$ cat src/rtl/u_div_pkg.sv
// u_div_pkg: shared types and constants for the sequential restoring divider.
//   div_state_e : controller states (idle, iterating, result held)
//   DIV_N       : default divisor/quotient/remainder width (dividend is 2*DIV_N)
//   DIV_CNT_W   : width of the step counter for the default width
//   DIV_SAT     : saturated quotient returned for zero-divisor and overflow
package u_div_pkg;

    localparam int unsigned DIV_N     = 8;
    localparam int unsigned DIV_CNT_W = $clog2(DIV_N);
    localparam logic [DIV_N-1:0] DIV_SAT = {DIV_N{1'b1}};

    typedef enum logic [1:0] {
        StIdle,
        StCalc,
        StDone
    } div_state_e;

endpackage

$ cat src/rtl/u_div_step.sv
// u_div_step: one combinational restoring-division cell.
// Forms trial = {i_pr, i_bit} - {1'b0, i_b} with an (N+1)-bit ripple of full-adder
// cells (minuend + inverted subtrahend + carry-in 1), then selects between the
// trial difference and the plain shifted remainder.
//   i_pr   : partial remainder (always < i_b on entry)
//   i_bit  : next dividend bit shifted into the remainder
//   i_b    : divisor
//   o_pr   : updated partial remainder
//   o_qbit : quotient bit (1 when the trial subtraction did not borrow)
module u_div_step #(
    parameter int unsigned N = 8
) (
    input  logic [N-1:0] i_pr,
    input  logic         i_bit,
    input  logic [N-1:0] i_b,
    output logic [N-1:0] o_pr,
    output logic         o_qbit
);

    logic [N:0]   w_min;
    logic [N:0]   w_sub_n;
    logic [N-1:0] w_diff;
    logic [N+1:0] w_carry;

    assign w_min      = {i_pr, i_bit};
    assign w_sub_n    = ~{1'b0, i_b};
    assign w_carry[0] = 1'b1;

    for (genvar gi = 0; gi < N; gi++) begin : g_fa
        assign w_diff[gi]    = w_min[gi] ^ w_sub_n[gi] ^ w_carry[gi];
        assign w_carry[gi+1] = (w_min[gi] & w_sub_n[gi]) | (w_min[gi] & w_carry[gi]) |
                               (w_sub_n[gi] & w_carry[gi]);
    end

    // Only the carry of the top cell matters: the difference fits in N bits
    // whenever it is non-negative because i_pr < i_b.
    assign w_carry[N+1] = (w_min[N] & w_sub_n[N]) | (w_min[N] & w_carry[N]) |
                          (w_sub_n[N] & w_carry[N]);

    // Carry out of a subtraction done as addition means no borrow.
    assign o_qbit = w_carry[N+1];
    assign o_pr   = o_qbit ? w_diff : w_min[N-1:0];

endmodule

$ cat src/rtl/u_seqdiv8.sv
// u_seqdiv8: iterative unsigned restoring divider, 2N-bit dividend by N-bit divisor,
// one quotient bit per clock, valid/ready handshake on operands and result.
//   clk, rst              : clock (rising edge), asynchronous active-high reset
//   in_valid / in_ready   : operand handshake; in_ready is high only when idle
//   a, b                  : dividend (2N bits) and divisor (N bits), sampled on accept
//   out_valid / out_ready : result handshake; result held until consumed
//   quot, rem             : quotient and remainder (held until the next result)
//   div_by_zero           : b was zero (quot saturated, rem = low half of a)
//   overflow              : true quotient exceeds N bits (quot saturated, rem = 0)
module u_seqdiv8
    import u_div_pkg::*;
#(
    parameter int unsigned N = DIV_N
) (
    input  logic           clk,
    input  logic           rst,
    input  logic           in_valid,
    output logic           in_ready,
    input  logic [2*N-1:0] a,
    input  logic [N-1:0]   b,
    output logic           out_valid,
    input  logic           out_ready,
    output logic [N-1:0]   quot,
    output logic [N-1:0]   rem,
    output logic           div_by_zero,
    output logic           overflow
);

    localparam int unsigned CntW = (N > 1) ? $clog2(N) : 1;
    localparam logic [N-1:0] Sat = {N{1'b1}};
    localparam logic [CntW-1:0] CntLast = CntW'(N - 1);

    div_state_e      r_state, w_state_nxt;
    logic [N-1:0]    r_pr, w_pr_nxt;
    logic [N-1:0]    r_sh, w_sh_nxt;
    logic [N-1:0]    r_b, w_b_nxt;
    logic [CntW-1:0] r_cnt, w_cnt_nxt;
    logic [N-1:0]    r_quot, w_quot_nxt;
    logic [N-1:0]    r_rem, w_rem_nxt;
    logic            r_dbz, w_dbz_nxt;
    logic            r_ovf, w_ovf_nxt;

    logic [N-1:0]    w_step_pr;
    logic            w_step_qbit;
    logic [N-1:0]    w_sh_shift;

    u_div_step #(
        .N (N)
    ) u_step (
        .i_pr   (r_pr),
        .i_bit  (r_sh[N-1]),
        .i_b    (r_b),
        .o_pr   (w_step_pr),
        .o_qbit (w_step_qbit)
    );

    // The dividend low half drains out of the top of r_sh while quotient bits
    // fill in from the bottom.
    assign w_sh_shift = {r_sh[N-2:0], w_step_qbit};

    always_ff @(posedge clk or posedge rst) begin
        if (rst) begin
            r_state <= StIdle;
            r_pr    <= '0;
            r_sh    <= '0;
            r_b     <= '0;
            r_cnt   <= '0;
            r_quot  <= '0;
            r_rem   <= '0;
            r_dbz   <= 1'b0;
            r_ovf   <= 1'b0;
        end else begin
            r_state <= w_state_nxt;
            r_pr    <= w_pr_nxt;
            r_sh    <= w_sh_nxt;
            r_b     <= w_b_nxt;
            r_cnt   <= w_cnt_nxt;
            r_quot  <= w_quot_nxt;
            r_rem   <= w_rem_nxt;
            r_dbz   <= w_dbz_nxt;
            r_ovf   <= w_ovf_nxt;
        end
    end

    always_comb begin
        w_state_nxt = r_state;
        w_pr_nxt    = r_pr;
        w_sh_nxt    = r_sh;
        w_b_nxt     = r_b;
        w_cnt_nxt   = r_cnt;
        w_quot_nxt  = r_quot;
        w_rem_nxt   = r_rem;
        w_dbz_nxt   = r_dbz;
        w_ovf_nxt   = r_ovf;

        unique case (r_state)
            StIdle: begin
                if (in_valid) begin
                    if (b == '0) begin
                        w_state_nxt = StDone;
                        w_dbz_nxt   = 1'b1;
                        w_ovf_nxt   = 1'b0;
                        w_quot_nxt  = Sat;
                        w_rem_nxt   = a[N-1:0];
                    end else if (a[2*N-1:N] >= b) begin
                        // High half already >= divisor: quotient needs more than N bits.
                        w_state_nxt = StDone;
                        w_dbz_nxt   = 1'b0;
                        w_ovf_nxt   = 1'b1;
                        w_quot_nxt  = Sat;
                        w_rem_nxt   = '0;
                    end else begin
                        w_state_nxt = StCalc;
                        w_pr_nxt    = a[2*N-1:N];
                        w_sh_nxt    = a[N-1:0];
                        w_b_nxt     = b;
                        w_cnt_nxt   = CntLast;
                        w_dbz_nxt   = 1'b0;
                        w_ovf_nxt   = 1'b0;
                    end
                end
            end
            StCalc: begin
                w_pr_nxt = w_step_pr;
                w_sh_nxt = w_sh_shift;
                if (r_cnt == '0) begin
                    w_state_nxt = StDone;
                    w_quot_nxt  = w_sh_shift;
                    w_rem_nxt   = w_step_pr;
                end else begin
                    w_cnt_nxt = r_cnt - 1'b1;
                end
            end
            StDone: begin
                if (out_ready) begin
                    w_state_nxt = StIdle;
                end
            end
            default: begin
                w_state_nxt = StIdle;
            end
        endcase
    end

    assign in_ready    = (r_state == StIdle);
    assign out_valid   = (r_state == StDone);
    assign quot        = r_quot;
    assign rem         = r_rem;
    assign div_by_zero = r_dbz;
    assign overflow    = r_ovf;

endmodule

$ cat config.mk
export PLATFORM = sky130hd
export DESIGN_NAME = u_seqdiv8
export DESIGN_NICKNAME = d
export VERILOG_FILES = /design/src/rtl/u_div_pkg.sv /design/src/rtl/u_div_step.sv /design/src/rtl/u_seqdiv8.sv
export SDC_FILE = /design/constraint.sdc
export NUM_CORES = 1
export LEC_CHECK = 0
export CAP_MARGIN = 20
export CELL_PAD_IN_SITES_DETAIL_PLACEMENT = 1
export CELL_PAD_IN_SITES_GLOBAL_PLACEMENT = 1
export CORE_MARGIN = 3
export CORE_UTILIZATION = 41
export DETAILED_ROUTE_END_ITERATION = 8
export HOLD_SLACK_MARGIN = 0.15
export PLACE_DENSITY_LB_ADDON = 0.08
export SLEW_MARGIN = 15
export SYNTH_ARGS = -nofsm -noshare
export SYNTH_HDL_FRONTEND = slang
export SYNTH_SLANG_ARGS = --single-unit
$ cat constraint.sdc
create_clock -name clk -period 4.64 [get_ports clk]
set_input_delay 1.16 -clock clk [delete_from_list [all_inputs] [get_ports clk]]
set_output_delay 1.16 -clock clk [all_outputs]
set_load 0.01 [all_outputs]
# After elaboration in Yosys (flattened, before gate mapping)
# Index checks and enable logic that the tools add are counted.
[totals]
register_bits = 47
latch_bits = 0
mem_bits_rw = 0
mem_bits_ro = 0
input_bits = 28
output_inout_bits = 20
word_cells = 125
n_memories = 0
[classes]
n_addsub = 1
mul = 0
div = 0
n_lt_le_gt_ge = 1
n_eq_ne = 9
shift = 0
n_mux = 33
bitwise_logic = 62
reduce_logical = 10
[ops]
columns = ["operator", "count"]
rows = [
  ["8-bit two-way mux", 15],
  ["8-bit one-hot mux with 2 select lines", 4],
  ["1-bit AND", 25],
  ["1-bit bitwise OR", 18],
  ["1-bit bitwise XOR", 15],
  ["3-bit two-way mux", 4],
  ["4-bit AND reduction", 3],
  ["2-bit two-way mux", 5],
  ["2-bit inequality test (second input constant)", 5],
  ["8-bit NOT with 9-bit output", 1],
  ["8-bit greater-or-equal comparator", 1],
  ["8-bit logical NOT", 1],
  ["2-bit one-hot mux with 3 select lines", 1],
  ["3-bit one-hot mux with 2 select lines", 1],
  ["5-bit AND reduction", 1],
  ["3-bit logical NOT", 1],
  ["1-bit two-way mux", 3],
  ["3-bit by 1-bit inequality test with 1-bit output (second input constant)", 1],
  ["1-bit NOT", 3],
  ["3-bit AND reduction", 1],
  ["3-bit by 1-bit subtractor with 3-bit output (second input constant)", 1],
  ["2-bit by 1-bit equality test with 1-bit output (second input constant)", 1],
  ["2-bit equality test (second input constant)", 1],
  ["2-bit logical NOT", 1],
  ["other kinds (3)", 3],
]

# Longest topological paths before layout
[logic_depth]
depth_word = 31
ltp_mapped = 17

# Modules after synthesis
# From an unflattened synthesis, not the netlist that was laid out.
[hier_totals]
hier_cells = 256
hier_area_um2 = 2681.3
[modules_own_cells]
columns = ["mod", "n_inst", "cells_per_inst", "area_each_um2"]
rows = [
  ["u_seqdiv8", 1, 220, 2376.0],
  ["u_div_step", 1, 36, 305.3],
]

# Worst setup path before layout
# No wires, ideal clock.
[synth_path]
path_kind = "flip-flop to flip-flop"
startpoint = "register r_b[0]"
endpoint = "register r_rem[0], in the netlist rem[0]"
arrival_time_ns = 4.094
slack_ns = 0.421
stages_incl_launch_ff = 17
n_path_buf = 2
synth_period_minus_slack_ns = 4.219
cell_sequence = "dfrtp_1 ha_1 fa_1 fa_1 fa_1 fa_1 fa_1 fa_1 inv_1 fa_1 or2_2 clkbuf_1 clkbuf_1 nand2_1 o21ai_0 o22ai_1 mux2_2"
[synth_via]
elab_chain_len = 31
elab_cells_between_ends = 41
[synth_lines]
columns = ["item", "line_no", "source"]
rows = [
  ["start, declared", "u_seqdiv8.sv:36", "logic [N-1:0] r_b, w_b_nxt;"],
  ["start signal, assigned", "u_seqdiv8.sv:76", "r_b <= w_b_nxt;"],
  ["8-bit NOT with 9-bit output *", "u_div_step.sv:26", "assign w_sub_n = ~{1'b0, i_b};"],
  ["1-bit AND", "u_div_step.sv:31", "assign w_carry[gi+1] = (w_min[gi] & w_sub_n[gi]) | (w_min[gi] & w_carry[gi]) |"],
  ["1-bit bitwise OR (2 in a row)", "u_div_step.sv:31", ""],
  ["1-bit AND", "u_div_step.sv:31", ""],
  ["1-bit bitwise OR (2 in a row)", "u_div_step.sv:31", ""],
  ["1-bit AND", "u_div_step.sv:31", ""],
  ["1-bit bitwise OR (2 in a row)", "u_div_step.sv:31", ""],
  ["1-bit AND", "u_div_step.sv:31", ""],
  ["(+9 left out)", "n/a", ""],
  ["1-bit bitwise OR (2 in a row)", "u_div_step.sv:31", ""],
  ["1-bit AND", "u_div_step.sv:31", ""],
  ["1-bit bitwise OR (2 in a row)", "u_div_step.sv:31", ""],
  ["1-bit AND", "u_div_step.sv:37", "assign w_carry[N+1] = (w_min[N] & w_sub_n[N]) | (w_min[N] & w_carry[N]) |"],
  ["1-bit bitwise OR (2 in a row)", "u_div_step.sv:37", ""],
  ["8-bit two-way mux *", "u_div_step.sv:42", "assign o_pr = o_qbit ? w_diff : w_min[N-1:0];"],
  ["8-bit two-way mux *", "u_seqdiv8.sv:126", "if (r_cnt == '0) begin"],
  ["8-bit one-hot mux with 2 select lines *", "u_seqdiv8.sv:96", "unique case (r_state)"],
  ["end signal, assigned", "u_seqdiv8.sv:79", "r_rem <= w_rem_nxt;"],
  ["end, declared", "u_seqdiv8.sv:39", "logic [N-1:0] r_rem, w_rem_nxt;"],
]
# Every way passes the cells marked *; elsewhere a longest branch is shown, timed or not. The select of a mux whose other input is x is not followed.
# A chain may end at the register's enable or synchronous reset.

# Worst setup path in the final report
[layout_path]
startpoint = "register r_sh[7]"
endpoint = "register r_pr[7]"
[layout_via]
elab_chain_len = 29
elab_cells_between_ends = 38
[layout_lines]
columns = ["item", "line_no", "source"]
rows = [
  ["start, declared", "u_seqdiv8.sv:35", "logic [N-1:0] r_sh, w_sh_nxt;"],
  ["start signal, assigned", "u_seqdiv8.sv:75", "r_sh <= w_sh_nxt;"],
  ["1-bit AND", "u_div_step.sv:31", ""],
  ["1-bit bitwise OR * (2 in a row)", "u_div_step.sv:31", ""],
  ["1-bit AND", "u_div_step.sv:31", ""],
  ["1-bit bitwise OR", "u_div_step.sv:31", ""],
  ["1-bit bitwise OR *", "u_div_step.sv:31", ""],
  ["1-bit AND", "u_div_step.sv:31", ""],
  ["1-bit bitwise OR", "u_div_step.sv:31", ""],
  ["1-bit bitwise OR *", "u_div_step.sv:31", ""],
  ["(+10 left out)", "n/a", ""],
  ["1-bit bitwise OR", "u_div_step.sv:31", ""],
  ["1-bit bitwise OR *", "u_div_step.sv:31", ""],
  ["1-bit AND", "u_div_step.sv:31", ""],
  ["1-bit bitwise OR (2 in a row)", "u_div_step.sv:31", ""],
  ["1-bit AND", "u_div_step.sv:37", ""],
  ["1-bit bitwise OR (2 in a row)", "u_div_step.sv:37", ""],
  ["8-bit two-way mux *", "u_div_step.sv:42", ""],
  ["8-bit one-hot mux with 2 select lines *", "u_seqdiv8.sv:96", ""],
  ["end signal, assigned", "u_seqdiv8.sv:74", "r_pr <= w_pr_nxt;"],
  ["end, declared", "u_seqdiv8.sv:34", "logic [N-1:0] r_pr, w_pr_nxt;"],
]
# Every way passes the cells marked *; elsewhere a longest branch is shown, timed or not.

==> reports/summary.log <==
qor: worst_hold_path.hold_path_startpoint div_by_zero
qor: floorplanning.core_area 6420 sq um
qor: global_routing.gr-total-overflow 0
qor: logic_synthesis.synth_adder_area_share 10.1%
qor: setup_path.timing.critical_path.to_type flip-flop
qor: global_routing.grt_max_degree 48
qor: clock_network.cts_tree built
qor: setup_path.timing.critical_path.arrival 4.49 ns
qor: clock_network.clock_path_buffers 2
qor: floorplanning.initial_core_util 42.9%
qor: setup_path.reg2regPathDepth 14
qor: timing.fin_setup_tns 0 ns
qor: logic_synthesis.syn_nets 308
qor: clock_network.post_cts_hold_buffer_count 0
qor: logic_synthesis.ys_ff_latch 47
qor: setup_path.worst_r2r_start r_sh[7]
qor: setup_path.cp_slowest_cell sky130_fd_sc_hd__fa_1
qor: logic_synthesis.seq_area_frac_synth 42.7%
qor: timing.max_transition_viols_final 0
qor: clock_network.clk-insertion-delay-late 0.31 ns
qor: logic_synthesis.synth.area.mux_share 18.7%
qor: layout.final_core_occ 53.2%
qor: layout.area_growth_syn_to_layout 24.0%
qor: clock_network.clock-sinks 47
qor: pwr.maximum_ir_drop_on_the_vdd_rail 0.286 mV
qor: floorplanning.die_area 7740 sq um
qor: setup_path.crit_path_cell_trace inv_1 -> ha_1 -> fa_1 -> fa_1 -> fa_1 -> fa_1 -> fa_1 -> fa_1 -> inv_1 -> fa_1 -> or2_2 -> mux2i_1 -> o21ai_0 -> mux2_2
qor: global_routing.initial_antenna_violation_count 0
qor: layout.layout-drive-gt1-share 16.4%
qor: timing.final.setup_skew 0.00896 ns
qor: outcome.run_status completed
qor: clock_network.post_cts_resized 0
qor: setup_path.critical_path.max_fanout 15
qor: global_routing.number_of_global_route_vias_before_repair 2135
qor: logic_synthesis.synth_cells 262
qor: logic_synthesis.synth_largest_area_cell sky130_fd_sc_hd__dfrtp_1
qor: layout.multiInputGateArea 1390 sq um
qor: routing.postRouteWirelength 6420 um
qor: setup_path.cp.required 4.83 ns
qor: clock_network.clock_h_tree_levels 2
qor: setup_path.setup.worst_path.start r_sh[7]
qor: worst_hold_path.hold_class flip-flop to flip-flop
qor: clock_network.clkSlewWorstSetupHoldPaths 0.10 ns
qor: logic_synthesis.synth_simple_gate_area_share 11.2%
qor: clock_network.number_of_buffers_added_for_setup_after_cts 0
qor: routing.routed_via_density 5.21
qor: timing.worst_pin_slew 0.826 ns
qor: floorplanning.std_cell_rows 29
qor: logic_synthesis.synth_enable_flop_cells 0
qor: placed_design.routabilityCongestion 0.764
qor: timing.max_clock_freq 233 MHz
qor: placed_design.post_detail_place_hpwl 4870 um
qor: clock_network.cts_root_buffer sky130_fd_sc_hd__clkbuf_8
qor: timing.hold_slack 0.497 ns
qor: logic_synthesis.ys_async_sr_fraction 100%
qor: pwr.post-layout-total-power 0.00230 W
qor: routing.detail_route.wl_per_cell 16.5 um
qor: setup_path.worst_setup_path_endpoint r_pr[7]
qor: setup_path.crit_path_start_kind flip-flop
qor: layout.area.sequential 1180 sq um
qor: setup_path.critical-path-top-cell-by-count sky130_fd_sc_hd__fa_1
qor: job.max-cap-violations 0
qor: placed_design.buffer_ports.inserted 47
qor: logic_synthesis.synth_xor_xnor_area_share 0.318%
qor: logic_synthesis.netlist_top_cells_area sky130_fd_sc_hd__dfrtp_1, sky130_fd_sc_hd__mux2_2, sky130_fd_sc_hd__mux2i_1, sky130_fd_sc_hd__nand2_1, sky130_fd_sc_hd__fa_1
qor: global_routing.grt_first_pass_wirelength 10700 um
qor: routing.detail_route.drc_violations 0
qor: floorplanning.die_height 88.0 um
qor: logic_synthesis.postSynthAreaPerCell 10.5 sq um
qor: routing.antenna_violating_nets_left 0
qor: layout.final_nets 357
qor: setup_path.worst_path_largest_cell_delay 0.40 ns
qor: pwr.leakagePower 1.65 nW
qor: setup_path.timing.setup.critical_path_class flip-flop to flip-flop
qor: setup_path.rrSetupSlack 0.35 ns
qor: logic_synthesis.synth_warnings 0
qor: routing.drt_iter0_drc 91
qor: logic_synthesis.synth_most_common_cell sky130_fd_sc_hd__dfrtp_1
qor: layout.fillerInstances 725
qor: logic_synthesis.netlist.area_leader.share 42.7%
qor: timing.period_share 92.5%
qor: logic_synthesis.largest_family_of_logic_cells_by_synthesized_area multiplexers
qor: routing.via_count 2022
qor: timing.min_clock_period_post_route 4.29 ns
qor: logic_synthesis.compound_gate_portion_of_the_synthesized_area 10.2%
qor: clock_network.numCtsBuffers 5
qor: pwr.power-per-cell-area 673 nW/um^2
qor: timing.relSlewSlack 44.8%
qor: floorplanning.die_width 88.0 um
qor: floorplanning.io_pins 48
qor: layout.antenna-diode-count 0
qor: global_routing.grt_use_total 18.1%
qor: timing.final_hold_viol_count 0
qor: logic_synthesis.yosys.cell_types.count 39
qor: timing.rsz0062_at_grt no
qor: routing.detailedRoute.firstPassIterationCount 4
qor: timing.setup_viol_count_final 0
qor: setup_path.worstReg2RegEnd r_pr[7]
qor: logic_synthesis.synth_top_flop_cell sky130_fd_sc_hd__dfrtp_1
qor: logic_synthesis.syn-cell-area 2760 sq um
qor: logic_synthesis.synth_common_cells sky130_fd_sc_hd__dfrtp_1, sky130_fd_sc_hd__nand2_1, sky130_fd_sc_hd__inv_1
routing by layer:
layer	vias to the layer above	GRT usage, %	share of wire, %	wire [um]
li1	968	-	-	-
met1	1010	23.9	47	3000
met2	37	30.5	48	3100
met3	7	3.39	3.7	239
met4	0	5.02	1.2	75
met5	-	0	0	0
critical path: cells and delay by family (launching register included):
kind,cells,cell delay [ns]
AOI/OAI and AO/OA,1,0.12
muxes,2,0.56
DFF,1,0.38
buffers and inverters,2,0.14
and+or+nand+nor,1,0.28
adders and majority gates,8,2.70
kinds of logic (layout without fill, tap and decap cells):
| family | after synthesis | after routing |
|---|---|---|
| compound gates | 38 | 38 |
| xor+xnor | 1 | 1 |
| fa+ha+maj | 18 | 18 |
| buf+inv | 44 | 93 |
| flops | 47 | 47 |
| mux | 45 | 45 |
| simple gates | 69 | 69 |
worst min path at each step:
| stage | slack (ns) | end | depth (start not counted) |
|---|---|---|---|
| global placement | 0.47 | div_by_zero | 2 |
| detailed placement | 0.48 | overflow | 2 |
| finish | 0.50 | div_by_zero | 2 |
| CTS | 0.50 | overflow | 2 |
| floorplan | 0.48 | r_cnt[1] | 1 |
| global route | 0.54 | overflow | 2 |
cell usage in the layout, fill, tap and decap left out, types with 2 or more instances in the layout:
| master | instances |
|---|---|
| sky130_fd_sc_hd__a211oi_1 | 3 |
| sky130_fd_sc_hd__buf_4 | 4 |
| sky130_fd_sc_hd__mux2i_1 | 18 |
| sky130_fd_sc_hd__dfrtp_1 | 47 |
| sky130_fd_sc_hd__clkdlybuf4s50_1 | 47 |
| sky130_fd_sc_hd__mux2_2 | 19 |
| sky130_fd_sc_hd__clkbuf_8 | 5 |
| sky130_fd_sc_hd__nor2_1 | 16 |
| sky130_fd_sc_hd__ha_1 | 11 |
| sky130_fd_sc_hd__o22ai_1 | 5 |
| sky130_fd_sc_hd__fa_1 | 7 |
| sky130_fd_sc_hd__nand2_1 | 38 |
| sky130_fd_sc_hd__o31ai_4 | 2 |
| sky130_fd_sc_hd__a21oi_1 | 8 |
| sky130_fd_sc_hd__nor2b_1 | 3 |
| sky130_fd_sc_hd__mux2_4 | 8 |
| sky130_fd_sc_hd__o21ai_0 | 12 |
| sky130_fd_sc_hd__nor4_1 | 2 |
| sky130_fd_sc_hd__inv_1 | 33 |
power breakdown:
group,switching [W],total [W],internal [W]
clock network,0.000147,0.000304,0.000158
logic,0.000639,0.00126,0.000623
registers,0.000139,0.000735,0.000595
through the flow:
step                      std cells  instance area (sq um)  setup WS [ns]
after floorplan                 262                   2760          0.421
after global placement          380                   3290          0.518
after detailed placement        380                   3290          0.379
after CTS                       387                   3400          0.352
after global routing            388                   3420          0.157
final                           388                   3420          0.348
sequential cells by signal, summed over array words and instances (netlist names):
signal,cells
r_cnt,3
r_sh,8
rem,8
quot,8
r_pr,8
overflow,1
r_state,2
r_b,8
div_by_zero,1
layout make-up:
cell class                      count  share of cell area [%]
Sequential cell                    47                    34.4
Clock buffer                        5                    2.01
Inverter                           34                    3.73
Multi-Input combinational cell    171                    40.7
Clock inverter                      2                    1.10
Timing Repair Buffer               52                    15.2
Tap cell                           77                    2.82
Power figures use the tool's default switching activity.
